## config.mk

```make
export PLATFORM = sky130hd
export DESIGN_NAME = fir_param_filter
export DESIGN_NICKNAME = d
export VERILOG_FILES = /design/src/rtl/fir_param_filter.sv
export SDC_FILE = /design/constraint.sdc
export NUM_CORES = 2
export LEC_CHECK = 0
export ABC_AREA = 0
export BUFFER_PORTS_ARGS = -buffer_cell sky130_fd_sc_hd__buf_2
export CORE_MARGIN = 2
export CORE_UTILIZATION = 40
export DETAILED_ROUTE_END_ITERATION = 8
export HOLD_SLACK_MARGIN = 0.15
export PLACE_DENSITY = 0.59
export SYNTH_ARGS = -nofsm -noshare
export SYNTH_HDL_FRONTEND = slang
export SYNTH_SLANG_ARGS = --single-unit
```

## constraint.sdc

```tcl
create_clock -name clk -period 7.15 [get_ports clk]
set_input_delay 0.3575 -clock clk [delete_from_list [all_inputs] [get_ports clk]]
set_output_delay 0.3575 -clock clk [all_outputs]
set_load 0.01 [all_outputs]
```

## src/rtl/fir_param_filter.sv

```systemverilog
// Pipelined direct-form FIR filter with a run-time coefficient register file.
// A 3-stage pipeline multiplies, sums with round-half-up, then shifts and saturates.
module fir_param_filter #(
   parameter int DATA_W = 16,
   parameter int COEF_W = 8,
   parameter int TAPS   = 4,
   parameter int SHIFT  = 7,
   parameter int ADDR_W = $clog2(TAPS)
) (
   input  logic                     clk,
   input  logic                     reset,
   input  logic                     coef_we,
   input  logic [ADDR_W-1:0]        coef_addr,
   input  logic signed [COEF_W-1:0] coef_wdata,
   input  logic                     in_valid,
   input  logic signed [DATA_W-1:0] data_in,
   output logic                     out_valid,
   output logic signed [DATA_W-1:0] data_out,
   output logic                     sat_flag
);

   localparam int PROD_W = DATA_W + COEF_W;
   localparam int ACC_W  = PROD_W + $clog2(TAPS);

   localparam logic signed [ACC_W-1:0] ROUND   = ACC_W'(1) << (SHIFT - 1);
   localparam logic signed [ACC_W-1:0] MAX_POS = (ACC_W'(1) << (DATA_W - 1)) - ACC_W'(1);
   localparam logic signed [ACC_W-1:0] MIN_NEG = -(ACC_W'(1) << (DATA_W - 1));

   logic signed [COEF_W-1:0] r_coef  [TAPS];
   logic signed [DATA_W-1:0] r_delay [TAPS-1];
   logic signed [PROD_W-1:0] r_prod  [TAPS];
   logic signed [ACC_W-1:0]  r_acc;
   logic signed [DATA_W-1:0] r_dout;
   logic                     r_sat;
   logic                     r_v1;
   logic                     r_v2;
   logic                     r_v3;

   logic signed [DATA_W-1:0] w_tap [TAPS];
   logic signed [ACC_W-1:0]  w_sum;
   logic signed [ACC_W-1:0]  w_shift;
   logic                     w_satHi;
   logic                     w_satLo;

   // Addresses that match no tap fall through the loop and leave the file unchanged.
   always_ff @(posedge clk) begin
      if (reset) begin
         for (int i = 0; i < TAPS; i++) r_coef[i] <= '0;
      end else if (coef_we) begin
         for (int i = 0; i < TAPS; i++) begin
            if (coef_addr == ADDR_W'(i)) r_coef[i] <= coef_wdata;
         end
      end
   end

   always_comb begin
      w_tap[0] = data_in;
      for (int i = 1; i < TAPS; i++) w_tap[i] = r_delay[i-1];
   end

   // The delay line only moves on accepted samples, so gaps never shift in zeros.
   always_ff @(posedge clk) begin
      if (reset) begin
         for (int i = 0; i < TAPS - 1; i++) r_delay[i] <= '0;
      end else if (in_valid) begin
         r_delay[0] <= data_in;
         for (int i = 1; i < TAPS - 1; i++) r_delay[i] <= r_delay[i-1];
      end
   end

   always_ff @(posedge clk) begin
      if (reset) begin
         for (int i = 0; i < TAPS; i++) r_prod[i] <= '0;
         r_v1 <= 1'b0;
      end else begin
         r_v1 <= in_valid;
         if (in_valid) begin
            for (int i = 0; i < TAPS; i++) r_prod[i] <= PROD_W'(w_tap[i]) * PROD_W'(r_coef[i]);
         end
      end
   end

   always_comb begin
      w_sum = ROUND;
      for (int i = 0; i < TAPS; i++) w_sum = w_sum + ACC_W'(r_prod[i]);
   end

   always_ff @(posedge clk) begin
      if (reset) begin
         r_acc <= '0;
         r_v2  <= 1'b0;
      end else begin
         r_v2 <= r_v1;
         if (r_v1) r_acc <= w_sum;
      end
   end

   always_comb begin
      w_shift = r_acc >>> SHIFT;
      w_satHi = (w_shift > MAX_POS);
      w_satLo = (w_shift < MIN_NEG);
   end

   // Output register holds between valid samples; the saturation flag is sticky.
   always_ff @(posedge clk) begin
      if (reset) begin
         r_dout <= '0;
         r_sat  <= 1'b0;
         r_v3   <= 1'b0;
      end else begin
         r_v3 <= r_v2;
         if (r_v2) begin
            if (w_satHi) begin
               r_dout <= {1'b0, {(DATA_W-1){1'b1}}};
               r_sat  <= 1'b1;
            end else if (w_satLo) begin
               r_dout <= {1'b1, {(DATA_W-1){1'b0}}};
               r_sat  <= 1'b1;
            end else begin
               r_dout <= w_shift[DATA_W-1:0];
            end
         end
      end
   end

   assign out_valid = r_v3;
   assign data_out  = r_dout;
   assign sat_flag  = r_sat;

endmodule

```

# ---- Yosys cells after proc, flatten, opt, wreduce, memory -nomap -nowiden
# Memories as Yosys holds them, arrays and structs flattened.
# Index checks and enable logic that the tools add are counted.
dict set report word_totals {
  in_bits 30
  ramBits 176
  regBits 46
  n_memories 3
}
dict set report classes {
  magnitude_cmp 2
  n_addsub 4
  n_mul 4
  eq_ne 3
  mux 36
  reduce_logical 3
  bitwise_logic 11
}
# memory depth width rd rd_clocked_by_memory_dff write_ports line
set memory_table {}
lappend memory_table {r_prod 4 24 4 0 4 31} ;# logic signed [PROD_W-1:0] r_prod [TAPS];
lappend memory_table {r_delay 3 16 3 0 3 30} ;# logic signed [DATA_W-1:0] r_delay [TAPS-1];
lappend memory_table {r_coef 4 8 4 0 4 29} ;# logic signed [COEF_W-1:0] r_coef [TAPS];
# op n
set ops {}
lappend ops {{$mul 16x8->24} 4}
lappend ops {{$mux 24} 4}
lappend ops {{$mux 16} 5}
lappend ops {{$add 26x24->26} 2}
lappend ops {{$mux 8} 4}
lappend ops {{$add 25x24->26} 1}
lappend ops {{$add 8x24->25 const A} 1}
lappend ops {{$mux 1} 23}
lappend ops {{$gt 19x16->1 const B} 1}
lappend ops {{$lt 19x16->1 const B} 1}
lappend ops {{$or 1x1->1} 11}
lappend ops {{$eq 2x2->1 const B} 2}
lappend ops {{$eq 2x1->1 const B} 1}
lappend ops {{$logic_not 2->1} 1}
lappend ops {{$reduce_and 2->1} 1}
lappend ops {{$reduce_bool 2->1} 1}

# ---- Longest topological paths before layout
dict set report logic_depth {
  depth_word 6
  mapped_depth 19
  mapped_depth_nobuf 17
}

# ---- Worst setup path before layout
# OpenSTA, ideal clock, no wires.
dict set report synth_path {
  path_type {reg-to-reg}
  startpoint {memory r_coef[2][7]}
  endpoint {memory r_prod[2][21] in the netlist's numbering (data pin)}
  path_stages_with_launch 18
  path_slack_ps 2195
  n_path_buf 1
  arrival_ps 4689
  t_required_ps 6884
  path_cell_list {edfxtp_1 > inv_1 > buf_1 > nor2_1 > fa_1 > fa_1 > fa_1 > inv_1 > fa_1 > inv_1 > ha_1 > a21oi_1 > o221ai_1 > or4_1 > and3_1 > o41ai_2 > xor2_1 > nor2_1}
}
# item line
set synth_lines {}
lappend synth_lines {{start: declaration} 29}
lappend synth_lines {{end: declaration} 31}

==> out/qor.csv <==
stage,metric,value,unit
run_status,status,completed,
global_route,initial antenna violation count,2,
job,total of max-cap violations,0,
clock_network,Clock Latency Late Sink,0.58,ns
clock_network,maximum clock path buffer count,3,
sta,post-route setup TNS,0,ns
global_route,met1 Use GR,27.7,%
critical_path,"delay-heaviest family, CP",adder cells,
sta,f_max,181,MHz
sta,Final Hold Violating Endpoints,0,
critical_path,Critical Path AT,5.82,ns
floorplan,Initial Util,40.4,%
cells_and_area,# diodes,0,
floorplan,DIE WIDTH,270,um
global_route,total gr overflow,0,
place,quantity of I/O buffers inserted on ports,47,
logic_synthesis,Netlist cell types,68,
drt,wire per inst,18.8,um
logic_synthesis,syn_area_per_cell,9.92,um^2
global_route,grt peak-use layer,met2,
logic_synthesis,synthesis-stage register bit count,215,
floorplan,die area,72800,um^2
critical_path,slowest CP cell,or4_1,
global_route,GR met2 Demand/Resource,35.5,%
drt,DR DRC count,0,
clock_network,H-tree levels,1,
cells_and_area,Area Growth Syn to Fin,7.98,%
cells_and_area,Final #Nets,3586,
drt,DR iter-0 viols,1171,
logic_synthesis,main flop type after synthesis,edfxtp_1,
cells_and_area,Fill cells,6752,
sta,Tcrit/Tclk final,77.4,%
place,Place WS,1.63,ns
worst_hold_path,min-delay worst type,input port to flip-flop,
drt,vias post-DR,19510,
global_route,largest net degree at the start of global routing,79,
logic_synthesis,Post-synth EDFFs,176,
clock_network,setup bufs post-CTS,0,
sta,Slew headroom,26.9,%
critical_path,Crit. End Element,flip-flop,
logic_synthesis,register area share after synthesis,21.5,%
logic_synthesis,Syn Std Cell Area,28300,um^2
cells_and_area,FF+latch area,6070,um^2
power_and_ir_drop,Static Leak,14.4,nW
critical_path,Setup CP Type,flip-flop to flip-flop,
clock_network,CTS Buf Count,28,
drt,drt pass-1 iters,5,
critical_path,cells along the critical path,inv_1 -> nor2_1 -> fa_1 -> fa_1 -> fa_1 -> inv_1 -> fa_1 -> inv_1 -> ha_1 -> a21oi_1 -> o221ai_1 -> or4_1 -> and3_1 -> o41ai_2 -> xor2_1 -> nor2_1,
global_route,vias in the first global route,21708,
floorplan,Placeable Area,70000,um^2
sta,Final WS setup,1.62,ns
logic_synthesis,Area contributors post-synth,"fa_1 (33%), edfxtp_1 (19%), and2_1 (10%), ha_1 (10%), inv_1 (7.4%)",
cells_and_area,share of cells above drive strength 1,4.11,%
global_route,GR Util met3,2.10,%
clock_network,root buffer cell,clkbuf_16,
sta,post-layout min period,5.53,ns
floorplan,# IOs,48,
power_and_ir_drop,pwr dens,371,nW/um^2
logic_synthesis,Post-synth ARST share,0,%
logic_synthesis,Mapped Cells,2850,
power_and_ir_drop,maximum vdd drop,0.274,mV
critical_path,Crit path buffers/inverters,3,
critical_path,Worst EP required,7.44,ns
floorplan,Row Count,97,
global_route,gr usage total,20.6,%
clock_network,Num Clock Sinks,215,
sta,Final Skew,0.0211,ns
cells_and_area,Multi-input gate area,19900,um^2
sta,# setup viols final,0,
clock_network,TritonCTS clock tree,built,
critical_path,most frequent CP cell,fa_1,
sta,slew at the pin with the worst max-slew slack,1.10,ns
drt,vias per inst,5.09,
drt,drt total wl,72.0,mm
global_route,first-pass GRT wire length,119,mm
drt,post-route ant nets,0,
sta,RSZ-0062 raised after global routing,no,
logic_synthesis,Synth warnings,0,
critical_path,Worst path max stage delay,0.56,ns
floorplan,chip height,270,um
logic_synthesis,area share of the largest cell type after synthesis,32.6,%
place,GP Congestion,0.899,
logic_synthesis,syn nets,3565,
place,post-DP HPWL,57.3,mm
critical_path,crit path max fanout,15,
sta,max-slew violations,0,
clock_network,"CTS clk-pin slew, worst paths",0.06,ns
logic_synthesis,"area leader, netlist",fa_1,
critical_path,Setup crit start kind,flip-flop,
==> synthesized netlist by cell type (all sizes together), types with 9 or more instances <==
library cell / instances
fa: 460
ha: 225
xnor2: 54
and2: 451
dfxtp: 39
a21o: 32
nand3: 23
nor2: 161
nor3: 30
o21ai: 61
and3: 15
o21a: 16
nand2: 147
nand4: 14
clkbuf: 60
inv: 557
a21oi: 93
a31o: 10
a31oi: 9
nor3b: 10
xor2: 33
nor2b: 11
o211ai: 24
nand2b: 32
edfxtp: 176
a211oi: 18
==> cells by family (layout without fill, tap and decap cells) <==
family	count (synthesis)	after routing	synth area share [%]
xor+xnor	87	87	2.70
buf+inv	624	667	8.32
compound gates	321	321	7.42
fa+ha+maj	685	685	42.5
simple gates	912	912	17.4
flops	215	215	21.5
mux	6	6	0.212
==> timing repair <==
action | in CTS | in global routing
endpoints found under the hold margin | 8 | 0
gates resized for setup | 0 | 0
hold buffers | 7 | 0
==> per-stage QoR <==
| step | util, % | instances | total power, mW | hold slack, ns | cell area [um^2] |
|---|---|---|---|---|---|
| after global routing | 43.6 | 3833 | 12.5 | 0.172 | 30500 |
| after floorplan | - | 2850 | 7.68 | 0.426 | 28300 |
| after detailed placement | 42.1 | 3774 | 9.71 | 0.458 | 29500 |
| after global placement | 42.1 | 3774 | 9.62 | 0.455 | 29500 |
| final | 43.6 | 3833 | 11.3 | 0.171 | 30500 |
| after CTS | 43.6 | 3833 | 11.3 | 0.150 | 30500 |
==> sequential cells by signal (all words and copies together), names as in the netlist <==
| register | cells |
|---|---|
| data_out | 16 |
| r_acc | 19 |
| out_valid | 1 |
| sat_flag | 1 |
| r_v2 | 1 |
| r_v1 | 1 |
| r_coef | 32 |
| r_prod | 96 |
| r_delay | 48 |
==> final cells by class <==
class                      instances  share of cell area (%)
tap                              940                    3.85
inverter                         557                    6.85
clock buffer                      28                    2.30
timing repair buffer              58                    1.10
multi-input combinational       2011                    65.1
sequential                       215                    19.9
clock inverter                    24                   0.976
==> final timing paths <==
path,from,endpoint,slack [ns],cells after the start
max,r_coef[2][7],r_prod[2][21],1.62,16
min,coef_wdata[0],r_coef[2][0],0.17,2
max reg2reg,r_coef[2][7],r_prod[2][21],1.62,16
min reg2reg,data_out[4],data_out[4],0.47,2
==> cell usage in the layout, fill, tap and decap left out, types with 17 or more instances in the layout <==
cell type	instances
inv_1	556
nor3_1	30
o211ai_1	24
ha_1	225
o21ai_0	56
nor2_1	161
a21oi_1	93
and2_1	451
xnor2_1	54
fa_1	460
clkbuf_16	28
nand2_1	147
a211oi_1	17
nand2b_1	31
dfxtp_1	39
xor2_1	33
edfxtp_1	176
nand3_1	23
buf_2	47
a21o_1	32
==> metal layers <==
| metal | vias to the layer above | wire length, um |
|---|---|---|
| met1 | 9945 | 32600 |
| met2 | 429 | 34700 |
| met4 | 0 | 1960 |
| li1 | 9033 | - |
| met5 | - | 0 |
| met3 | 103 | 2660 |
==> power by group <==
group          internal, mW  switching, mW
Sequential             1.67          0.298
Clock                 0.909          0.610
Combinational          3.22           4.62
(Power assumes the default switching activity.)
